<file path="src/rtl/adder_tree_accum_pkg.sv">
// Shared types and helpers for the adder-tree accumulator: FSM state encoding
// and the operand count left after a given number of pairwise-reduction stages.
package adder_tree_accum_pkg;

  typedef enum logic {
    ST_IDLE  = 1'b0,
    ST_ACCUM = 1'b1
  } acc_state_t;

  // Operand count after s stages of ceil(n/2) reduction starting from n.
  function automatic int stage_size(input int n, input int s);
    int r;
    r = n;
    for (int i = 0; i < s; i++) begin
      r = (r + 1) / 2;
    end
    return r;
  endfunction

endpackage

</file>
<file path="src/rtl/adder_tree_accum_pipe.sv">
// Pipelined masked adder tree: one input register stage, then DEPTH pairwise
// reduction stages, with a valid flag shifted alongside the data.
module adder_tree_pipe
  import adder_tree_accum_pkg::*;
#(
  parameter int NUM_INPUTS = 10,
  parameter int DATA_WIDTH = 16,
  parameter int SUM_WIDTH  = 28,
  parameter int SIGNED_IN  = 1,
  parameter int DEPTH      = $clog2(NUM_INPUTS)
) (
  input  logic                             clk,
  input  logic                             rst,
  input  logic                             valid_in,
  input  logic [NUM_INPUTS*DATA_WIDTH-1:0] data_in,
  input  logic [NUM_INPUTS-1:0]            lane_mask,
  output logic [SUM_WIDTH-1:0]             sum_out,
  output logic                             sum_valid
);

  localparam int EXT = SUM_WIDTH - DATA_WIDTH;

  // Row s holds the operands after s reductions; only the first
  // stage_size(NUM_INPUTS, s) entries of each row are populated.
  logic [SUM_WIDTH-1:0] node_reg [DEPTH+1][NUM_INPUTS];
  logic [DEPTH:0]       valid_reg;

  always_ff @(posedge clk) begin
    if (rst) begin
      valid_reg <= '0;
    end else begin
      valid_reg <= {valid_reg[DEPTH-1:0], valid_in};
    end
  end

  genvar gi, gj;

  for (gj = 0; gj < NUM_INPUTS; gj++) begin : g_lane
    logic [DATA_WIDTH-1:0] lane;
    logic                  sign_bit;
    logic [SUM_WIDTH-1:0]  lane_ext;

    assign lane     = data_in[gj*DATA_WIDTH +: DATA_WIDTH];
    assign sign_bit = (SIGNED_IN != 0) && lane[DATA_WIDTH-1];
    assign lane_ext = {{EXT{sign_bit}}, lane};

    always_ff @(posedge clk) begin
      if (rst) begin
        node_reg[0][gj] <= '0;
      end else begin
        node_reg[0][gj] <= lane_mask[gj] ? lane_ext : '0;
      end
    end
  end

  for (gi = 1; gi <= DEPTH; gi++) begin : g_stage
    localparam int N_PREV = stage_size(NUM_INPUTS, gi - 1);
    localparam int N_CUR  = stage_size(NUM_INPUTS, gi);

    for (gj = 0; gj < N_CUR; gj++) begin : g_node
      if (2*gj + 1 < N_PREV) begin : g_add
        always_ff @(posedge clk) begin
          if (rst) begin
            node_reg[gi][gj] <= '0;
          end else begin
            node_reg[gi][gj] <= node_reg[gi-1][2*gj] + node_reg[gi-1][2*gj+1];
          end
        end
      end else begin : g_pass
        // Odd operand out at this level rides through unchanged.
        always_ff @(posedge clk) begin
          if (rst) begin
            node_reg[gi][gj] <= '0;
          end else begin
            node_reg[gi][gj] <= node_reg[gi-1][2*gj];
          end
        end
      end
    end
  end

  assign sum_out   = node_reg[DEPTH][0];
  assign sum_valid = valid_reg[DEPTH];

endmodule

</file>
<file path="src/rtl/adder_tree_accum.sv">
// Masked adder tree feeding a windowed accumulator: sums acc_len_m1+1 valid
// tree sums and emits the total as a one-cycle valid_out pulse.
module adder_tree_accum
  import adder_tree_accum_pkg::*;
#(
  parameter int NUM_INPUTS  = 10,
  parameter int DATA_WIDTH  = 16,
  parameter int ACC_LOG2    = 8,
  parameter int SIGNED_IN   = 1,
  localparam int DEPTH      = $clog2(NUM_INPUTS),
  localparam int OUT_WIDTH  = DATA_WIDTH + DEPTH + ACC_LOG2
) (
  input  logic                             clk,
  input  logic                             rst,
  input  logic                             valid_in,
  input  logic [NUM_INPUTS*DATA_WIDTH-1:0] data_in,
  input  logic [NUM_INPUTS-1:0]            lane_mask,
  input  logic [ACC_LOG2-1:0]              acc_len_m1,
  input  logic                             clear,
  output logic [OUT_WIDTH-1:0]             data_out,
  output logic                             valid_out,
  output logic                             busy
);

  if (NUM_INPUTS < 2) begin : g_bad_num_inputs
    $error("adder_tree_accum: NUM_INPUTS must be at least 2");
  end

  logic [OUT_WIDTH-1:0] sum;
  logic                 sum_valid;

  adder_tree_pipe #(
    .NUM_INPUTS (NUM_INPUTS),
    .DATA_WIDTH (DATA_WIDTH),
    .SUM_WIDTH  (OUT_WIDTH),
    .SIGNED_IN  (SIGNED_IN),
    .DEPTH      (DEPTH)
  ) u_tree (
    .clk       (clk),
    .rst       (rst),
    .valid_in  (valid_in),
    .data_in   (data_in),
    .lane_mask (lane_mask),
    .sum_out   (sum),
    .sum_valid (sum_valid)
  );

  acc_state_t           state_reg, state_next;
  logic [OUT_WIDTH-1:0] acc_reg;
  logic [ACC_LOG2-1:0]  cnt_reg;
  logic [ACC_LOG2-1:0]  len_reg;
  logic [OUT_WIDTH-1:0] data_out_reg;
  logic                 valid_out_reg;
  logic                 last_sum;

  // cnt_reg counts sums beyond the first, so the window closes on the sum
  // that brings it up to the latched length.
  assign last_sum = sum_valid && ((cnt_reg + ACC_LOG2'(1)) == len_reg);

  always_ff @(posedge clk) begin
    if (rst) begin
      state_reg <= ST_IDLE;
    end else begin
      state_reg <= state_next;
    end
  end

  always_comb begin
    state_next = state_reg;
    if (clear) begin
      state_next = ST_IDLE;
    end else begin
      case (state_reg)
        ST_IDLE: begin
          if (sum_valid && (acc_len_m1 != '0)) begin
            state_next = ST_ACCUM;
          end
        end
        ST_ACCUM: begin
          if (last_sum) begin
            state_next = ST_IDLE;
          end
        end
        default: state_next = ST_IDLE;
      endcase
    end
  end

  always_comb begin
    busy = (state_reg == ST_ACCUM);
  end

  always_ff @(posedge clk) begin
    if (rst) begin
      acc_reg       <= '0;
      cnt_reg       <= '0;
      len_reg       <= '0;
      data_out_reg  <= '0;
      valid_out_reg <= 1'b0;
    end else begin
      valid_out_reg <= 1'b0;
      if (clear) begin
        // Drop the open window together with any sum landing this cycle.
        acc_reg <= '0;
        cnt_reg <= '0;
      end else if (sum_valid) begin
        case (state_reg)
          ST_IDLE: begin
            if (acc_len_m1 == '0) begin
              data_out_reg  <= sum;
              valid_out_reg <= 1'b1;
            end else begin
              acc_reg <= sum;
              cnt_reg <= '0;
              len_reg <= acc_len_m1;
            end
          end
          ST_ACCUM: begin
            if (last_sum) begin
              data_out_reg  <= acc_reg + sum;
              valid_out_reg <= 1'b1;
              acc_reg       <= '0;
              cnt_reg       <= '0;
            end else begin
              acc_reg <= acc_reg + sum;
              cnt_reg <= cnt_reg + ACC_LOG2'(1);
            end
          end
          default: begin
            acc_reg <= '0;
            cnt_reg <= '0;
          end
        endcase
      end
    end
  end

  assign data_out  = data_out_reg;
  assign valid_out = valid_out_reg;

endmodule

</file>
<file path="config.mk">
export PLATFORM = sky130hd
export DESIGN_NAME = adder_tree_accum
export DESIGN_NICKNAME = d
export VERILOG_FILES = /design/src/rtl/adder_tree_accum_pkg.sv /design/src/rtl/adder_tree_accum_pipe.sv /design/src/rtl/adder_tree_accum.sv
export SDC_FILE = /design/constraint.sdc
export NUM_CORES = 1
export LEC_CHECK = 0
export ABC_CLOCK_PERIOD_IN_PS = 3400
export BUFFER_PORTS_ARGS = -buffer_cell sky130_fd_sc_hd__buf_2
export CORE_UTILIZATION = 40
export DETAILED_ROUTE_END_ITERATION = 12
export PLACE_DENSITY = 0.65
export SETUP_SLACK_MARGIN = 0.1
export SYNTH_ARGS = -nofsm -noshare
export SYNTH_HDL_FRONTEND = slang
export SYNTH_SLANG_ARGS = --single-unit
</file>
<file path="constraint.sdc">
create_clock -name clk -period 3.4 [get_ports clk]
set_input_delay 0.68 -clock clk [delete_from_list [all_inputs] [get_ports clk]]
set_output_delay 0.68 -clock clk [all_outputs]
set_load 0.01 [all_outputs]
</file>
==> summary.txt, run 1 <==
Status
  – Status: finished, final reports clean

Routing
  – DRC: 0
  – Vias: 18,600
  – Drt wl/cell: 13.6 um
  – Vias per inst: 4.87
  – First drt pass iteration count: 5
  – Top sig layer: met4
  – Post-route ant nets: 0
  – Routed wl met2: 24,400 um
  – Met1 wire length: 24,400 um
  – Drt total wl: 51,900 um
  – Met3 routed WL: 1730 um
  – Initial drt markers: 768

Synth
  – Top-area cell type share of the netlist area: 43.1%
  – Post-synthesis sequential area ratio: 43.1%
  – Largest area contributor in the netlist: dfxtp_1
  – Top cells by count, synth: dfxtp_1 (547), nor2_1 (307), a21oi_1 (242)
  – Ys async rst share: 0%
  – Top-count cell post-synth: dfxtp_1
  – Syn Area/Cell: 9.32 um2
  – Top_reg_cell synth: dfxtp_1
  – Post-Syn Area: 0.0254 mm2
  – Cell variety after synth: 90
  – Cell count after synthesis: 2,729
  – Ys Warns: 0
  – Post-synth EDFFs: 0
  – Syn Nets: 3,137
  – Main area contributors after synthesis: dfxtp_1 (43%), ha_1 (11%), a21oi_1 (4.8%)
  – Seq cells post-synth: 547

Timing
  – Worst setup margin: 0.396 ns
  – Final min period: 3.00 ns
  – F_max: 0.333 GHz
  – RSZ-0062 raised after global routing: false
  – Sum of negative setup slack: 0 ns
  – Worst Max-Slew Pin Slew: 0.834 ns
  – Period utilisation layout: 88.4%
  – Slew Viols, Final: 0
  – Final clock skew: 0.0189 ns
  – Slew headroom: 44.3%
  – Final setup fails: 0
  – Fin. Hold Viols: 0

Setup path
  – R2R depth: 11
  – WP data required: 3.90 ns
  – CP Launch Type: flip-flop
  – CP cell instances: ha_1, fa_1, a21o_1, a21o_1, a21oi_1, or2_1, o21ai_1, a21oi_1, o21ai_1, a211oi_1, mux2_2
  – CP Class: reg2reg
  – Launching point of the worst reg2reg path: u_tree.node_reg[1][224]
  – Endpoint class of the critical path: flip-flop
  – Crit path to: u_tree.node_reg[2][278]
  – CP startpoint: u_tree.node_reg[1][224]
  – Crit path DAT: 3.50 ns
  – FF-to-FF End: u_tree.node_reg[2][278]
  – CP max stage delay: 0.42 ns
  – Slowest CP cell: fa_1
  – R2R Setup Slk: 0.40 ns
  – Worst Path Max Fanout: 4

Finish
  – Count of nets after finishing: 3,325
  – Area growth, synth to finish: 15.5%
  – Max reg flops: 468
  – Layout cells sized above 1: 12.9%
  – ANT cells: 0

Power and ir drop
  – Cell Pwr Density: 506 mW/mm2
  – Maximum vdd drop: 0.000359 V
  – Cell leakage power: 0.0131 uW

Worst hold path
  – Worst Hold Path Cells: 2
  – Worst min path class: in2reg
  – Hold path start: data_in[15]

Clock tree
  – Hold Buf Count CTS: 0
  – Post-CTS Repair Setup Buffers: 0
  – H-tree depth: 2
  – Root Buffer: clkbuf_16
  – Clock buffer count from CTS: 59
  – Clk slew on worst S/H paths: 0.06 ns
  – CTS tree: done
  – Num Clock Sinks: 547
  – Max Buffers Root-to-Sink: 3
  – Latest clock arrival within the worst-skew pair: 0.61 ns
  – Gates resized, CTS repair: 0

Die
  – Chip height: 254 um
  – Die footprint: 0.0646 mm2
  – Initial cell density of the core: 40.4%
  – Die X: 254 um
  – Ports: 212
  – Site Rows: 92
  – Core Box Area: 0.0630 mm2

Placement
  – DP HPWL: 38,900 um
  – Pre-CTS setup slack: 0.401 ns
  – Global placement routability congestion: 0.860
  – # port buffers: 211

GRT
  – Largest net degree at the start of global routing: 115
  – First-pass GRT wire length: 85,600 um
  – Vias in the first global route: 17,900
  – Total GRT Usage: 16.1%
  – GRT overflow: 0
  – Initial antenna violation count: 0

Job
  – # Max-Cap Violations: 0
==> area by class of cell <==
type / instances / area (um2)
clock inverter: 36 / 422
tap: 846 / 1060
clock buffer: 74 / 1640
sequential: 547 / 11000
multi-input combinational: 2031 / 13900
fill: 6139 / 33600
inverter: 53 / 199
timing repair buffer: 225 / 1200
==> routing by layer <==
layer  vias up  global-route usage [%]
met5         -                       0
met4         0                    5.63
met3        79                    2.26
met2       287                    27.9
met1      8273                    20.2
li1       9921                       -
==> report_power, final <==
group	leakage (uW)	switching (uW)	total, uW	internal (uW)
clock	0.000990	2660	6630	3980
sequential	0.00447	129	6840	6710
combinational	0.00768	778	1380	603
total	0.0131	3560	14900	11300
==> how the worst min path moves through the flow <==
stage                         endpoint  slack, ns
6_report       u_tree.node_reg[0][278]       0.26
5_1_grt        u_tree.node_reg[0][202]       0.24
4_1_cts        u_tree.node_reg[0][278]       0.22
3_5_place_dp   u_tree.node_reg[3][245]       0.42
3_3_place_gp   u_tree.node_reg[3][247]       0.42
2_1_floorplan  u_tree.node_reg[2][196]       0.41
==> worst max-delay path, delay by kind of cell (launching register included) <==
kind	cells	cell delay (ns)
AOI/OAI and AO/OA	7	1.43
muxes	1	0.36
and+or+nand+nor	1	0.15
adders and majority gates	2	0.65
DFF	1	0.30
==> placed cells by master (no fill, tap or decap), types with 7 or more instances in the layout <==
cell type   count
nand3_1        49
ha_1          216
a21o_1         95
o21a_1         23
clkinvlp_4     10
xnor2_1       116
nor2b_1       126
nor3_1         46
dfxtp_1       546
a311oi_1        9
o21bai_1       30
buf_2         210
a31o_2          8
fa_1           10
clkbuf_16      59
o31ai_1         9
clkinv_2        8
a211o_1         7
buf_4          12
mux2i_1        10
nand2b_1       29
nor2_1        306
bufinv_16       7
and3_1         19
or3_1          12
nor3b_1         8
a211oi_1       37
xor2_1         76
and2_1        170
nand2_1        87
o21ai_0        89
o21ai_1        28
a21oi_1       242
o211ai_1        9
inv_1          52
a31oi_1        40
nand4_1        11
clkbuf_8       11
==> through the flow <==
stage	cell area, um2	util [%]	hold slack (ns)	std cells	power [uW]
after global routing	29400	46.6	0.242	3812	15500
final	29400	46.6	0.263	3812	14900
after CTS	29400	46.6	0.223	3812	15000
after detailed placement	27300	43.4	0.420	3702	8370
after global placement	27300	43.4	0.417	3702	8360
after floorplan	25400	-	0.414	2729	7950
==> cells by family (layout without fill, tap and decap cells) <==
kind of cell	Yosys count	after routing	synth area share (%)
xor gates and xnor gates	192	192	6.61
buffers and inverters	151	388	2.29
and+or+nand+nor	903	903	18.2
DFF	547	547	43.1
adders and majority gates	226	226	11.4
muxes	14	14	0.571
AOI/OAI and AO/OA	696	696	17.9
No activity file was read; power rests on OpenSTA's default activity.
==> run 2, diff against run 1 <==
Settings changed: ABC_CLOCK_PERIOD_IN_PS 3400 to 3500.
Clock period 3.4 ns to 3.5 ns, I/O delays scaled along.
==> summary.txt, run 2 (synthesis results as in run 1) <==
Die
  – Chip height: 254 um (unchanged)
  – Die X: 254 um (unchanged)
  – Core Box Area: 0.0630 mm2 (unchanged)
  – Site Rows: 92 (unchanged)
  – Initial cell density of the core: 40.4% (unchanged)
  – Die footprint: 0.0646 mm2 (unchanged)
  – Ports: 212 (unchanged)

Clock tree
  – Max Buffers Root-to-Sink: 3 (unchanged)
  – Root Buffer: clkbuf_16 (unchanged)
  – Clock buffer count from CTS: 57 (was 59)
  – Post-CTS Repair Setup Buffers: 0 (unchanged)
  – Gates resized, CTS repair: 0 (unchanged)
  – Clk slew on worst S/H paths: 0.06 ns (about the same)
  – H-tree depth: 2 (unchanged)
  – CTS tree: done (unchanged)
  – Latest clock arrival within the worst-skew pair: 0.63 ns (was 0.61 ns)
  – Num Clock Sinks: 547 (unchanged)
  – Hold Buf Count CTS: 0 (unchanged)

Finish
  – Most frequent cells in the layout: dfxtp_1 (546), nor2_1 (306), a21oi_1 (242) (unchanged)
  – Fill cell count: 6,037 (was 6,139)
  – Core Util, Final: 46.5% (was 46.6%)
  – Multi-input gate area: 0.0139 mm2 (unchanged)
  – Commonest non-fill, non-tap cell in the layout: dfxtp_1 (unchanged)
  – Max reg flops: 468 (unchanged)
  – Register area: 0.0110 mm2 (unchanged)
  – Layout Cells excl Fill: 3,800 (was 3,812)
  – Area growth, synth to finish: 15.1% (was 15.5%)
  – ANT cells: 0 (unchanged)
  – Count of nets after finishing: 3,321 (was 3,325)
  – Layout cells sized above 1: 12.4% (was 12.9%)

Placement
  – Global placement routability congestion: 0.851 (was 0.860)
  – # port buffers: 211 (unchanged)
  – Inst Count DP: 3,700 (was 3,702)
  – DP HPWL: 38,800 um (was 38,900 um)

Timing
  – Final clock skew: 0.0236 ns (was 0.0189 ns)
  – Period utilisation layout: 86.5% (was 88.4%)
  – F_max: 0.330 GHz (was 0.333 GHz)
  – Final setup fails: 0 (unchanged)
  – Slew Viols, Final: 0 (unchanged)
  – Fin. Hold Viols: 0 (unchanged)
  – Sum of negative setup slack: 0 ns (unchanged)
  – RSZ-0062 raised after global routing: false (unchanged)
  – Worst Max-Slew Pin Slew: 0.939 ns (was 0.834 ns)
  – Final min period: 3.03 ns (was 3.00 ns)
  – Slew headroom: 37.3% (was 44.3%)

Job
  – # Max-Cap Violations: 0 (unchanged)

Setup path
  – CP Launch Type: flip-flop (unchanged)
  – FF-to-FF End: u_tree.node_reg[4][276] (was u_tree.node_reg[2][278])
  – Endpoint class of the critical path: flip-flop (unchanged)
  – Launching point of the worst reg2reg path: u_tree.node_reg[3][224] (was u_tree.node_reg[1][224])
  – CP Class: reg2reg (unchanged)
  – R2R depth: 11 (unchanged)
  – WP data required: 4.00 ns (was 3.90 ns)
  – Worst Path Max Fanout: 4 (unchanged)
  – R2R Setup Slk: 0.47 ns (was 0.40 ns)
  – Crit path DAT: 3.53 ns (was 3.50 ns)

GRT
  – First-pass GRT wire length: 84,500 um (was 85,600 um)
  – Vias in the first global route: 17,500 (was 17,900)
  – Largest net degree at the start of global routing: 119 (was 115)
  – GRT overflow: 0 (unchanged)
  – Initial antenna violation count: 0 (unchanged)
  – Total GRT Usage: 15.9% (was 16.1%)

Worst hold path
  – Worst min path class: in2reg (unchanged)
  – Hold path start: data_in[15] (unchanged)
  – Worst Hold Path Cells: 2 (unchanged)
  – Hold Path End: u_tree.node_reg[0][278] (unchanged)

Power and ir drop
  – Cell leakage power: 0.0131 uW (about the same)
  – Maximum vdd drop: 0.000381 V (was 0.000359 V)
  – Cell Pwr Density: 488 mW/mm2 (was 506 mW/mm2)
  – Tot Pwr: 14,300 uW (was 14,900 uW)

Routing
  – Vias: 18,500 (was 18,600)
  – Initial drt markers: 829 (was 768)
  – Drt wl/cell: 13.6 um (about the same)
  – First drt pass iteration count: 7 (was 5)
  – DRC: 0 (unchanged)
  – Post-route ant nets: 0 (unchanged)
  – Vias per inst: 4.87 (about the same)
  – Drt total wl: 51,700 um (was 51,900 um)

Status
  – Status: finished, final reports clean (unchanged)
## run 2: changes by cell type in the layout (fill, tap and decap cells not counted), sizes merged
cell | previous run | this run
buf | 225 | 223
clkbuf | 74 | 75
clkinvlp | 10 | 1
bufinv | 7 | 9
inv | 58 | 54
## run 2: worst max-delay path by stage
stage	start	endpoint	slack [ns]	cells after the start
2_1_floorplan	u_tree.node_reg[1][224]	u_tree.node_reg[2][278]	0.75	11
3_3_place_gp	u_tree.node_reg[3][224]	u_tree.node_reg[4][276]	0.52	11
3_5_place_dp	u_tree.node_reg[3][224]	u_tree.node_reg[4][276]	0.47	11
4_1_cts	u_tree.node_reg[3][224]	u_tree.node_reg[4][276]	0.45	11
5_1_grt	u_tree.node_reg[3][224]	u_tree.node_reg[4][278]	0.16	11
6_report	u_tree.node_reg[3][224]	u_tree.node_reg[4][276]	0.47	11
## run 2: per-layer routing
| metal | vias up | global-route usage [%] | wire, um |
|---|---|---|---|
| met5 | - | 0 | 0 |
| li1 | 9899 | - | - |
| met4 | 0 | 5.44 | 1210 |
| met2 | 271 | 27.9 | 24700 |
| met1 | 8253 | 19.9 | 24100 |
| met3 | 77 | 2.31 | 1620 |
## run 2: critical path, stage by stage, from the launching register on
cell and delay [ns]:
dfxtp_1 0.30, ha_1 0.22, fa_1 0.42, a21o_1 0.19
a211oi_1 0.30, o21ai_1 0.11, nand3b_1 0.16, o211ai_1 0.12
a21oi_1 0.34, o21ai_1 0.21, a31oi_1 0.23, mux2_1 0.33
## run 2: final cells by class
class | count | area share (%)
clock inverter | 25 | 1.31
tap | 846 | 3.62
clock buffer | 75 | 5.42
multi-input combinational | 2031 | 47.5
inverter | 53 | 0.680
timing repair buffer | 223 | 4.08
sequential | 547 | 37.4
## run 2: metrics by stage
step                worst slack (ns)  hold slack, ns  area [um2]
global placement               0.516           0.415       27300
floorplan                      0.750           0.414       25400
global route                   0.159           0.241       29300
detailed placement             0.465           0.420       27300
CTS                            0.453           0.219       29300
finish                         0.472           0.265       29300
## run 2: power breakdown
group / internal [uW] / leakage (uW) / switching, uW
logic: 587 / 0.00767 / 752
clock network: 3840 / 0.000972 / 2470
registers: 6520 / 0.00447 / 123
total: 10900 / 0.0131 / 3340
